[src/rtl/pc_sequencer_pkg.sv]
// Shared definitions for the program-counter sequencer and its next-PC mux.
// Holds the PC width, the FSM state encoding and the {s2,s1} select codes.
package pc_sequencer_pkg;

  localparam int unsigned PC_W = 16;

  typedef enum logic [1:0] {
    ST_IDLE  = 2'b00,
    ST_FETCH = 2'b01,
    ST_EXEC  = 2'b10,
    ST_HOLD  = 2'b11
  } state_t;

  // Next-PC mux select codes, packed as {s2,s1}
  typedef enum logic [1:0] {
    SEL_INC = 2'b00,
    SEL_BR  = 2'b01,
    SEL_JMP = 2'b10,
    SEL_RST = 2'b11
  } pc_sel_t;

endpackage

[src/rtl/pc_sequencer_muxpc.sv]
// Next-PC selector: picks increment, branch, jump or reset vector.
// Ports:
//   s1, s2     : select bits, {s2,s1} decoded as pc_sel_t
//   inc_pc     : pc + step
//   br_target  : branch destination
//   jmp_target : jump destination
//   reset_pc   : reset vector
//   next_pc    : selected next program counter
module pc_sequencer_muxpc
  import pc_sequencer_pkg::*;
(
  input  logic            s1,
  input  logic            s2,
  input  logic [PC_W-1:0] inc_pc,
  input  logic [PC_W-1:0] br_target,
  input  logic [PC_W-1:0] jmp_target,
  input  logic [PC_W-1:0] reset_pc,
  output logic [PC_W-1:0] next_pc
);

  always_comb begin
    next_pc = inc_pc;
    case (pc_sel_t'({s2, s1}))
      SEL_INC: next_pc = inc_pc;
      SEL_BR:  next_pc = br_target;
      SEL_JMP: next_pc = jmp_target;
      SEL_RST: next_pc = reset_pc;
      default: next_pc = inc_pc;
    endcase
  end

endmodule

[src/rtl/pc_sequencer.sv]
// Program-counter sequencer: IDLE -> FETCH -> EXEC loop with a HOLD state for
// execute stalls. The PC advances only when EXEC completes without a stall.
// Ports:
//   clk, rst              : clock, synchronous active-high reset
//   imem_ready            : instruction memory completes the fetch this cycle
//   stall                 : execute-stage hold request
//   br_valid/taken/target : resolved conditional branch (EXEC only)
//   jmp_valid/target      : unconditional jump (EXEC only)
//   fetch_req             : fetch request, high only in FETCH
//   pc                    : registered program counter
//   s1, s2                : next-PC mux select bits
//   state                 : current FSM state (debug)
module pc_sequencer
  import pc_sequencer_pkg::*;
#(
  parameter logic [15:0] RESET_PC = 16'h0000,
  parameter logic [15:0] PC_STEP  = 16'h0001
) (
  input  logic            clk,
  input  logic            rst,
  input  logic            imem_ready,
  input  logic            stall,
  input  logic            br_valid,
  input  logic            br_taken,
  input  logic [PC_W-1:0] br_target,
  input  logic            jmp_valid,
  input  logic [PC_W-1:0] jmp_target,
  output logic            fetch_req,
  output logic [PC_W-1:0] pc,
  output logic            s1,
  output logic            s2,
  output logic [1:0]      state
);

  state_t          state_q;
  state_t          state_nxt;
  pc_sel_t         sel;
  logic            pc_load;
  logic [PC_W-1:0] pc_q;
  logic [PC_W-1:0] inc_pc;
  logic [PC_W-1:0] next_pc;

  // State register
  always_ff @(posedge clk) begin
    if (rst) state_q <= ST_IDLE;
    else     state_q <= state_nxt;
  end

  // Next-state logic; stall wins over any redirect in EXEC
  always_comb begin
    state_nxt = state_q;
    case (state_q)
      ST_IDLE:  state_nxt = ST_FETCH;
      ST_FETCH: if (imem_ready) state_nxt = ST_EXEC;
      ST_EXEC:  state_nxt = stall ? ST_HOLD : ST_FETCH;
      ST_HOLD:  if (!stall) state_nxt = ST_EXEC;
      default:  state_nxt = ST_IDLE;
    endcase
  end

  // Outputs: fetch request, mux select and PC load enable
  always_comb begin
    fetch_req = (state_q == ST_FETCH);
    sel       = SEL_INC;
    pc_load   = 1'b0;
    if (rst) begin
      sel = SEL_RST;
    end else if (state_q == ST_EXEC && !stall) begin
      pc_load = 1'b1;
      if (jmp_valid)                 sel = SEL_JMP;
      else if (br_valid && br_taken) sel = SEL_BR;
      else                           sel = SEL_INC;
    end
  end

  // Wraps modulo 2^16; the carry is deliberately dropped
  assign inc_pc = PC_W'(pc_q + PC_STEP);

  pc_sequencer_muxpc u_muxpc (
    .s1         (sel[0]),
    .s2         (sel[1]),
    .inc_pc     (inc_pc),
    .br_target  (br_target),
    .jmp_target (jmp_target),
    .reset_pc   (RESET_PC),
    .next_pc    (next_pc)
  );

  // PC register
  always_ff @(posedge clk) begin
    if (rst)          pc_q <= RESET_PC;
    else if (pc_load) pc_q <= next_pc;
  end

  assign pc    = pc_q;
  assign s1    = sel[0];
  assign s2    = sel[1];
  assign state = state_q;

endmodule
[config.mk]
export PLATFORM = sky130hd
export DESIGN_NAME = pc_sequencer
export DESIGN_NICKNAME = d
export VERILOG_FILES = /design/src/rtl/pc_sequencer_pkg.sv /design/src/rtl/pc_sequencer_muxpc.sv /design/src/rtl/pc_sequencer.sv
export SDC_FILE = /design/constraint.sdc
export NUM_CORES = 1
export LEC_CHECK = 0
export CAP_MARGIN = 15
export CORE_UTILIZATION = 38
export CTS_CLUSTER_DIAMETER = 60
export CTS_CLUSTER_SIZE = 24
export DETAILED_ROUTE_END_ITERATION = 8
export PLACE_DENSITY = 0.77
export SETUP_SLACK_MARGIN = 0.2
export SYNTH_ARGS = -nofsm -noshare
export SYNTH_HDL_FRONTEND = slang
export SYNTH_SLANG_ARGS = --single-unit
[constraint.sdc]
create_clock -name clk -period 2.1 [get_ports clk]
set_input_delay 0.63 -clock clk [delete_from_list [all_inputs] [get_ports clk]]
set_output_delay 0.63 -clock clk [all_outputs]
set_load 0.03 [all_outputs]
# Yosys cells after proc, flatten, opt, wreduce, memory -nomap -nowiden
# Cells that the tools add are included.
[word_totals] ff_bits=18 in_bits=39 out_inout_bits=21 elab_cells=28
[op_classes] addsub=1 n_eq_ne=8 n_mux=11 n_reduce_logical=6
[ops] operator="16-bit one-hot mux with 4 select lines" count=1
[ops] operator="16-bit by 1-bit adder with 16-bit output (second input constant)" count=1
[ops] operator="2-bit 2-to-1 mux" count=6
[ops] operator="2-bit equality test (second input constant)" count=4
[ops] operator="2-bit one-hot mux with 4 select lines" count=1
[ops] operator="2-bit by 1-bit equality test with 1-bit output (second input constant)" count=2
[ops] operator="2-bit logical NOT" count=2
[ops] operator="2-bit inequality test (second input constant)" count=2
[ops] operator="1-bit 2-to-1 mux" count=3
[ops] operator="1-bit logical AND" count=2
[ops] operator="2-bit AND reduction" count=1
[ops] operator="1-bit logical NOT" count=1

# Longest topological paths before layout
# Gate-level depths: netlist (run 1).
[logic_depth] ltp_word=7 mapped_depth=6 ltp_nobuf=5

# Hierarchy
# A second synthesis (run 1) with hierarchy kept.
[hier_totals] hier_cells=145 area_unflattened_um2=1443.9
[by_module_without_submodules] mod="pc_sequencer" instances=1 cells_per_inst=125 area_each_um2=1019.7 seq_area_each_um2=360.3
[by_module_without_submodules] mod="pc_sequencer_muxpc" instances=1 cells_per_inst=20 area_each_um2=424.2 seq_area_each_um2=0.0

# Least setup slack after synthesis (run 1)
# No wires, ideal clock.
[synth_path] path_type="register to register" startpoint="reg pc_q[0], in the netlist pc[0]" endpoint="reg pc_q[14], in the netlist pc[14]" setup_time_ps=74 t_arrival_ps=2143 t_required_ps=2026 path_slack_ps=-117 path_stages_with_launch=6 n_path_buf=0 synth_period_minus_slack_ps=2217 cell_sequence="dfxtp_1 > ha_1 > nand4_2 > or4_4 > or4_1 > a31oi_1"
[synth_between] elab_chain_len=2
[synth_lines] element="start: declaration" line_no="pc_sequencer.sv:39" source="logic [PC_W-1:0] pc_q;"
[synth_lines] element="start signal: assignment" line_no="pc_sequencer.sv:92" source="else if (pc_load) pc_q <= next_pc;"
[synth_lines] element="16-bit by 1-bit adder with 16-bit output" line_no="pc_sequencer.sv:77" source="assign inc_pc = PC_W'(pc_q + PC_STEP);"
[synth_lines] element="16-bit one-hot mux with 4 select lines" line_no="pc_sequencer_muxpc.sv:23" source="case (pc_sel_t'({s2, s1}))"
# No other way between the ends.
# A chain may end at the register's enable or synchronous reset.

# Final worst setup path (run 1)
[layout_path] startpoint="in stall" endpoint="out s2"
[layout_between] elab_chain_len=4
[layout_lines] element="start: declaration" line_no="pc_sequencer.sv:22" source="input logic stall,"
[layout_lines] element="1-bit logical NOT" line_no="pc_sequencer.sv:68" source="end else if (state_q == ST_EXEC && !stall) begin"
[layout_lines] element="1-bit logical AND" line_no="pc_sequencer.sv:68"
[layout_lines] element="2-bit 2-to-1 mux" line_no="pc_sequencer.sv:68"
[layout_lines] element="2-bit 2-to-1 mux" line_no="pc_sequencer.sv:66" source="if (rst) begin"
[layout_lines] element="end: declaration" line_no="pc_sequencer.sv:31" source="output logic s2,"
# No other way between the ends.

==> results of run 1 <==
[per-layer routing]
metal  GRT usage (%)  up-vias  wire, microns
li1                -      863              -
met1            34.6      787           1980
met2            44.1       61           2210
met3            4.62        8            267
met4            9.52        0            105
met5               0        -              0
[synth_stat cells (all sizes together) (4+ instances only)]
cell    instances  share of area [%]
inv             4                1.1
or4             9                5.3
clkbuf         10                2.8
nor2            8                2.2
o21ai          11                4.1
dfxtp          18                 27
a32o            4                3.1
a21oi          18                6.7
nand3          11                5.0
a31oi           5                2.3
nor3            4                1.5
o211ai          6                3.4
nand4b          4                2.6
nand2          28                7.9
[placed cells by master (no fill, tap or decap), types with 4 or more instances in the layout]
cell / n
o21ai_0: 8
clkdlybuf4s50_1: 33
inv_1: 4
dfxtp_1: 6
nor3_1: 4
nor2_1: 7
dfxtp_2: 9
a31oi_1: 5
a21oi_1: 18
buf_4: 31
nand4b_1: 4
o211ai_1: 6
dlygate4sd2_1: 17
nand3_1: 10
nand2_1: 22
or4_1: 7
nand2_2: 4
[flip-flops by register name (all words and copies together) (netlist names)]
name,cells
pc,16
state,2
[cells by family after synthesis]
family                   count (synthesis)  share of synthesized area (%)
AND/OR/NAND/NOR                         83                           35.0
AO/OA/AOI/OAI                           61                           30.4
flip-flops                              18                           26.9
buffers and inverters                   16                           4.49
multiplexers                             3                           2.24
adder cells (fa/ha/maj)                  1                          0.934
[layout make-up]
type / instances / share of cell area, %
inverter: 5 / 0.887
multi-input combinational: 148 / 43.2
timing repair buffer: 90 / 35.3
sequential: 18 / 17.0
tap: 46 / 2.55
clock buffer: 4 / 1.16
[power groups by stage]
stage / Clock (W) / Sequential [W] / Combinational [W]
after floorplan: 0 / 0.000383 / 0.0000948
after global placement: 0 / 0.000369 / 0.000254
after detailed placement: 0 / 0.000369 / 0.000255
after CTS: 0.000200 / 0.000361 / 0.000256
after global routing: 0.000216 / 0.000364 / 0.000281
final: 0.000196 / 0.000361 / 0.000259
[metrics by stage]
| stage | power (W) | utilization, % | setup WS (ps) | instance area [sq um] |
|---|---|---|---|---|
| 6_report | 0.000816 | 67.1 | 181 | 2260 |
| 5_1_grt | 0.000861 | 67.1 | 133 | 2260 |
| 4_1_cts | 0.000817 | 66.6 | 144 | 2240 |
| 3_5_place_dp | 0.000625 | 65.1 | -387 | 2190 |
| 3_3_place_gp | 0.000623 | 65.1 | -358 | 2190 |
| 2_1_floorplan | 0.000478 | - | 170 | 1410 |
[repair_timing]
item | 4_1_cts | 5_1_grt
hold buffers | 0 | 0
gates resized for setup | 38 | 16
setup endpoints to repair | 29 | 9
pin swaps | 3 | 7
buffers inserted | 4 | 1
[path summary, 6_finish.rpt]
| path | cells after the start | endpoint | start | slack (ps) |
|---|---|---|---|---|
| max | 5 | s2 | stall | 180 |
| min | 1 | state[0]$_SDFFE_PP0P_ | state[0]$_SDFFE_PP0P_ | 510 |
| max reg2reg | 7 | pc[13]$_SDFFE_PP0P_ | state[1]$_SDFFE_PP0P_ | 300 |
| min reg2reg | 1 | state[0]$_SDFFE_PP0P_ | state[0]$_SDFFE_PP0P_ | 510 |
==> impl_metrics.env, run 1 <==
export IMPL_ys_types=47
export IMPL_fp_coreArea_sq_um=3360
export IMPL_clock_sinks=18
export IMPL_power_switching_w=0.000251
export IMPL_cts_tree="done"
export IMPL_critPathCaptureType="output pin"
export IMPL_htreeDepth=1
export IMPL_row_count=21
export IMPL_wl_per_cell_microns=14.7
export IMPL_grt_pass1_vias=1531
export IMPL_hold_class="reg2reg"
export IMPL_port_buffers=59
export IMPL_drc=0
export IMPL_crit_slowest_cell="nor3b_4"
export IMPL_syn_nets=222
export IMPL_period_share_pct=91.4
export IMPL_critical_path_max_stage_delay_ps=270
export IMPL_layout_drive_gt1_share_pct=26.0
export IMPL_clockPowerShare_pct=24.0
export IMPL_yosys_warnings=0
export IMPL_ys_seq_area_share_pct=26.9
export IMPL_relSlewSlack_pct=75.0
export IMPL_p_comb_share_pct=31.7
export IMPL_final_cells=311
export IMPL_pwr_share_seq_pct=44.3
export IMPL_dp_cells=302
export IMPL_path_buf_inv=2
export IMPL_die_h_microns=61.4
export IMPL_routed_wl_mm=4.56
export IMPL_tns_ps=0
export IMPL_dieWidth_microns=61.4
export IMPL_hold_ws_ps=512
export IMPL_min_period_ps=1920
export IMPL_critical_path_max_fanout=3
export IMPL_clockBufferDepth=2
export IMPL_final_hold_violation_count=0
export IMPL_nets=306
export IMPL_insertion_delay_ps=310
export IMPL_worst_pin_slew_ps=374
export IMPL_drt_iter0_markers=87
export IMPL_total_leakage_power_nw=0.907
export IMPL_swShare_pct=30.8
export IMPL_dp_hpwl_mm=3.41
export IMPL_setup_viol=0
export IMPL_seqCellArea_sq_um=383
export IMPL_ys_async_sr_fraction_pct=0
export IMPL_outcome="complete, no violations"
export IMPL_antenna_cells=0
export IMPL_grt_max_degree=18
export IMPL_skew_ps=13.1
export IMPL_top_level_ports=60
export IMPL_critPathArrivalTime_ps=1290
export IMPL_dr_total_vias=1719
export IMPL_synth_cells=182
export IMPL_fmax_mhz=521
export IMPL_internal_power_w=0.000565
export IMPL_cp_top_family="simple AND/OR/NAND/NOR gates"
export IMPL_die_area_sq_um=3760
export IMPL_detail_route_vias_per_cell=5.53
export IMPL_path_clk_slew_ps=100
export IMPL_criticalPathCategory="in2out"
export IMPL_required_ps=1470
export IMPL_cts_root_buffer="clkbuf_4"
export IMPL_nFillCells=343
export IMPL_ys_flop_type="dfxtp_1"
export IMPL_start_kind="input port"
export IMPL_ys_seq_elements=18
export IMPL_finalMaxSlewViolations=0
export IMPL_crit_chain="buf_8 -> nor3b_4 -> nand2_2 -> nand2_4 -> buf_6"
export IMPL_ant_nets=0
export IMPL_track_usage_pct=26.5
export IMPL_rsz0062_at_grt="true"
export IMPL_cts_buffers=3
export IMPL_dr_pass1_iters=4
export IMPL_gp_congestion=0.876
export IMPL_syn_area_sq_um=1340
export IMPL_synth_avg_cell_area_sq_um=7.36
export IMPL_antenna_found_initial=0
export IMPL_maxCapViolations=0
export IMPL_start_util_pct=39.8
export IMPL_grt_pass1_wl_mm=7.29
export IMPL_synth_edf_count=0
export IMPL_area_delta_synth_final_pct=68.5
export IMPL_p_per_area_nw_per_um2=362
export IMPL_overflow=0
export IMPL_vdd_drop_max_mv=0.277
export IMPL_multi_input_area_sq_um=973
Note: power is estimated with default switching activity, not from simulation.
==> run 2, diff against run 1 <==
--- a/config.mk
+++ b/config.mk
@@ -6,6 +6,7 @@
 export NUM_CORES = 1
 export LEC_CHECK = 0
 export CAP_MARGIN = 15
+export CORE_ASPECT_RATIO = 1.2
 export CORE_UTILIZATION = 38
 export CTS_CLUSTER_DIAMETER = 60
 export CTS_CLUSTER_SIZE = 24
==> impl_metrics.env, run 2 (same netlist as run 1, synthesis figures left out) <==
export IMPL_final_hold_violation_count=0
export IMPL_detail_route_vias_per_cell=5.79
export IMPL_criticalPathCategory="in2out"
export IMPL_reg2reg_to="pc[14]$_SDFFE_PP0P_"
export IMPL_clockBufferDepth=2
export IMPL_cts_buffers=3
export IMPL_die_h_microns=67.0
export IMPL_row_count=23
export IMPL_min_period_ps=1930
export IMPL_routed_wl_mm=4.54
export IMPL_critical_path_max_fanout=4
export IMPL_overflow=0
export IMPL_start_kind="input port"
export IMPL_maxCapViolations=0
export IMPL_path_clk_slew_ps=70
export IMPL_dr_pass1_iters=4
export IMPL_period_share_pct=92.1
export IMPL_nFillCells=307
export IMPL_grt_pass1_vias=1652
export IMPL_ant_nets=0
export IMPL_grt_pass1_wl_mm=7.40
export IMPL_startpoint="stall"
export IMPL_antenna_found_initial=0
export IMPL_antenna_cells=0
export IMPL_place_area_sq_um=2160
export IMPL_p_per_area_nw_per_um2=407
export IMPL_worst_pin_slew_ps=299
export IMPL_multi_input_area_sq_um=972
export IMPL_fin_ws_ps=165
export IMPL_port_buffers=59
export IMPL_final_cells=297
export IMPL_layout_common_cells="clkdlybuf4s50_1 (33), buf_4 (25), nand2_1 (23), dlygate4sd2_1 (19), a21oi_1 (18)"
export IMPL_hold_ws_ps=506
export IMPL_layout_drive_gt1_share_pct=21.9
export IMPL_dr_total_vias=1721
export IMPL_hold_class="reg2reg"
export IMPL_top_level_ports=60
export IMPL_worstSetupEndpoint="s2"
export IMPL_timing_rr_start="pc[5]$_SDFFE_PP0P_"
export IMPL_setup_viol=0
export IMPL_critPathArrivalTime_ps=1300
export IMPL_drt_iter0_markers=99
export IMPL_start_util_pct=40.1
export IMPL_htreeDepth=1
export IMPL_required_ps=1470
export IMPL_seqCellArea_sq_um=373
export IMPL_final_core_util_pct=67.1
export IMPL_postLayoutCellArea_sq_um=2240
export IMPL_gp_congestion=0.871
export IMPL_preCtsSetupSlack_ps=-321
export IMPL_critPathCaptureType="output pin"
export IMPL_finalMaxSlewViolations=0
export IMPL_grt_max_degree=26
export IMPL_skew_ps=7.12
export IMPL_clock_sinks=18
export IMPL_r2r_cells=4
export IMPL_cts_root_buffer="clkbuf_8"
export IMPL_total_leakage_power_nw=0.913
export IMPL_relSlewSlack_pct=80.1
export IMPL_dp_cells=291
export IMPL_fmax_mhz=517
export IMPL_r2r_slack_ps=290
export IMPL_nets=301
export IMPL_rsz0062_at_grt="true"
export IMPL_wl_per_cell_microns=15.3
export IMPL_insertion_delay_ps=260
export IMPL_outcome="complete, no violations"
export IMPL_die_area_sq_um=3770
export IMPL_track_usage_pct=25.6
export IMPL_vdd_drop_max_mv=0.269
export IMPL_area_delta_synth_final_pct=67.2
export IMPL_drc=0
export IMPL_dp_hpwl_mm=3.37
export IMPL_largest_reg_flops=16
export IMPL_cts_tree="done"
export IMPL_fp_coreArea_sq_um=3340
export IMPL_dieWidth_microns=56.2
export IMPL_final_common_cell="clkdlybuf4s50_1"
run 2: cell count changes in the layout (fill, tap and decap cells not counted), sizes merged:
cell	delta
dlygate4sd2	+2
clkbuf	-2
buf	-5
run 2: timing repair:
action / CTS / global route
endpoints found under the setup margin: 34 / 3
hold buffers: 0 / 0
pin swaps: 3 / 0
resized for setup: 44 / 1
buffers inserted: 2 / 0
run 2: worst max-delay path, stage by stage:
cell,delay (ps)
buf_8,100
nor3b_4,170
buf_6,150
nand2_2,70
nand2_4,60
buf_6,120
run 2: cell type report:
| cell class | count | area share [%] |
|---|---|---|
| repair buffers | 85 | 34.5 |
| flip-flops and latches | 18 | 16.7 |
| multi-input cells | 148 | 43.4 |
| well taps | 37 | 2.07 |
| inverters | 5 | 0.894 |
| clock buffers | 4 | 2.46 |
run 2: where the power goes:
part           internal, W  leakage, nW  switching, W
Clock             0.000167       0.0288      0.000127
Sequential        0.000348        0.149     0.0000137
Combinational     0.000138        0.734      0.000116
Total             0.000653        0.913      0.000257
run 2: worst min-delay path by stage:
stage	start	end	cells past startpoint
6_report	state[1]$_SDFFE_PP0P_	state[1]$_SDFFE_PP0P_	2
5_1_grt	state[1]$_SDFFE_PP0P_	state[1]$_SDFFE_PP0P_	2
4_1_cts	state[1]$_SDFFE_PP0P_	state[1]$_SDFFE_PP0P_	2
3_5_place_dp	state[1]$_SDFFE_PP0P_	state[1]$_SDFFE_PP0P_	2
3_3_place_gp	state[1]$_SDFFE_PP0P_	state[1]$_SDFFE_PP0P_	2
2_1_floorplan	pc[0]$_SDFFE_PP0P_	pc[0]$_SDFFE_PP0P_	2
run 2: per-stage QoR:
stage / TNS (ps) / total power [W]
2_1_floorplan: 0 / 0.000478
3_3_place_gp: -2260 / 0.000622
3_5_place_dp: -3060 / 0.000623
4_1_cts: 0 / 0.000921
5_1_grt: 0 / 0.000956
6_report: 0 / 0.000910
run 2: metal layers:
layer | up-vias | part of all wire, % | global-route usage, %
met5 | - | 0 | 0
met4 | 0 | 2.4 | 12.5
met3 | 11 | 5.6 | 4.27
met2 | 72 | 50 | 46.1
met1 | 784 | 42 | 29.3
li1 | 854 | - | -
==> run 3, diff against run 2 <==
--- a/config.mk
+++ b/config.mk
@@ -7,12 +7,15 @@
 export LEC_CHECK = 0
 export CAP_MARGIN = 15
 export CORE_ASPECT_RATIO = 1.2
+export CORE_MARGIN = 2
 export CORE_UTILIZATION = 38
 export CTS_CLUSTER_DIAMETER = 60
 export CTS_CLUSTER_SIZE = 24
 export DETAILED_ROUTE_END_ITERATION = 8
+export HOLD_SLACK_MARGIN = 0.1
 export PLACE_DENSITY = 0.77
 export SETUP_SLACK_MARGIN = 0.2
+export SLEW_MARGIN = 0
 export SYNTH_ARGS = -nofsm -noshare
 export SYNTH_HDL_FRONTEND = slang
 export SYNTH_SLANG_ARGS = --single-unit
==> impl_metrics.env, run 3 (same netlist as run 1, synthesis figures left out) <==
export IMPL_rsz0062_at_grt="true"
export IMPL_p_per_area_nw_per_um2=410
export IMPL_drt_iter0_markers=98
export IMPL_detail_route_vias_per_cell=5.88
export IMPL_total_leakage_power_nw=0.901
export IMPL_gp_congestion=0.870
export IMPL_path_clk_slew_ps=70
export IMPL_vdd_drop_max_mv=0.323
export IMPL_preCtsSetupSlack_ps=-312
export IMPL_ant_nets=0
export IMPL_die_area_sq_um=4020
export IMPL_finalMaxSlewViolations=0
export IMPL_routed_wl_mm=4.39
export IMPL_nets=300
export IMPL_drc=0
export IMPL_dp_hpwl_mm=3.40
export IMPL_insertion_delay_ps=270
export IMPL_min_period_ps=1970
export IMPL_min_path_cells=2
export IMPL_grt_max_degree=16
export IMPL_die_h_microns=69.0
export IMPL_cts_hold_buf=0
export IMPL_fmax_mhz=507
export IMPL_cts_buffers=3
export IMPL_area_delta_synth_final_pct=66.1
export IMPL_htreeDepth=1
export IMPL_dr_pass1_iters=4
export IMPL_layout_drive_gt1_share_pct=20.8
export IMPL_layout_common_cells="clkdlybuf4s50_1 (33), buf_4 (24), nand2_1 (23), dlygate4sd2_1 (20), a21oi_1 (18)"
export IMPL_setup_viol=0
export IMPL_timing_rr_start="pc[11]$_SDFFE_PP0P_"
export IMPL_hold_class="reg2reg"
export IMPL_grt_pass1_wl_mm=7.31
export IMPL_top_level_ports=60
export IMPL_grt_pass1_vias=1617
export IMPL_largest_reg_flops=16
export IMPL_cts_setup_buffers=0
export IMPL_cts_root_buffer="clkbuf_8"
export IMPL_wl_per_cell_microns=14.8
export IMPL_postLayoutCellArea_sq_um=2220
export IMPL_start_util_pct=39.8
export IMPL_critical_path_max_fanout=3
export IMPL_fin_ws_ps=127
export IMPL_dr_total_vias=1739
export IMPL_clock_sinks=18
export IMPL_fp_coreArea_sq_um=3370
export IMPL_critPathCaptureType="output pin"
export IMPL_antenna_cells=0
export IMPL_final_common_cell="clkdlybuf4s50_1"
export IMPL_r2r_cells=4
export IMPL_place_area_sq_um=2170
export IMPL_outcome="complete, no violations"
export IMPL_critPathArrivalTime_ps=1340
export IMPL_min_delay_start="state[1]$_SDFFE_PP0P_"
export IMPL_track_usage_pct=22.7
export IMPL_antenna_found_initial=0
export IMPL_cts_tree="done"
export IMPL_row_count=23
export IMPL_holdPathEnd="state[1]$_SDFFE_PP0P_"
export IMPL_overflow=0
export IMPL_final_hold_violation_count=0
export IMPL_period_share_pct=94.0
export IMPL_port_buffers=59
export IMPL_r2r_slack_ps=310
export IMPL_required_ps=1470
export IMPL_dieWidth_microns=58.2
export IMPL_skew_ps=10.7
export IMPL_relSlewSlack_pct=80.0
export IMPL_reg2reg_to="pc[14]$_SDFFE_PP0P_"
export IMPL_criticalPathCategory="in2out"
export IMPL_maxCapViolations=0
export IMPL_worst_pin_slew_ps=302
export IMPL_start_kind="input port"
export IMPL_clockBufferDepth=2
==> run 3: changes by cell type in the layout (fill, tap and decap cells not counted) <==
cell / delta
buf_6: +1
clkdlybuf4s15_2: -2
buf_4: -1
buf_8: -1
dlygate4sd2_1: +1
clkdlybuf4s15_1: +1
==> run 3: timing repair <==
item,4_1_cts,5_1_grt
gates resized for setup,37,3
setup endpoints to repair,37,6
pin swaps,2,0
==> run 3: worst max-delay path by stage <==
stage | start | end | slack, ps | cells past startpoint
after floorplan | stall | s2 | 170 | 4
after global placement | stall | s2 | -300 | 6
after detailed placement | stall | s1 | -310 | 6
after CTS | br_valid | s1 | 110 | 6
after global routing | stall | s1 | 90 | 6
final | stall | s1 | 130 | 6
==> run 3: area by class of cell <==
| type | count | area (sq um) |
|---|---|---|
| Fill cell | 312 | 1140 |
| Multi-Input combinational cell | 148 | 972 |
| Clock buffer | 4 | 55.1 |
| Timing Repair Buffer | 84 | 757 |
| Tap cell | 37 | 46.3 |
| Sequential cell | 18 | 373 |
| Inverter | 5 | 20.0 |
==> run 3: where the power goes <==
part	internal, W	switching, W	total, W
clock network	0.000167	0.000133	0.000301
logic	0.000135	0.000115	0.000250
registers	0.000348	0.0000129	0.000361
==> run 3: worst max-delay path, cell delays in order <==
cell     delay (ps)
buf_6           100
nor3b_4         230
buf_6           150
nand2_2          60
nand2_4          50
buf_6           120
==> run 3: layer usage <==
layer	wire, microns	vias up	global-route usage, %
met5	0	-	0
met4	68	0	7.24
met3	281	6	3.19
met1	1820	816	27.8
met2	2220	63	39.9
li1	-	854	-
==> run 3: stage by stage <==
stage	power [W]	cells	utilization [%]	hold WS, ps	TNS (ps)
finish	0.000911	296	66.0	518	0
global route	0.000949	296	66.0	552	0
CTS	0.000917	296	66.1	525	0
detailed placement	0.000622	292	64.5	513	-3380
global placement	0.000621	292	64.5	496	-3000
floorplan	0.000478	182	-	533	0
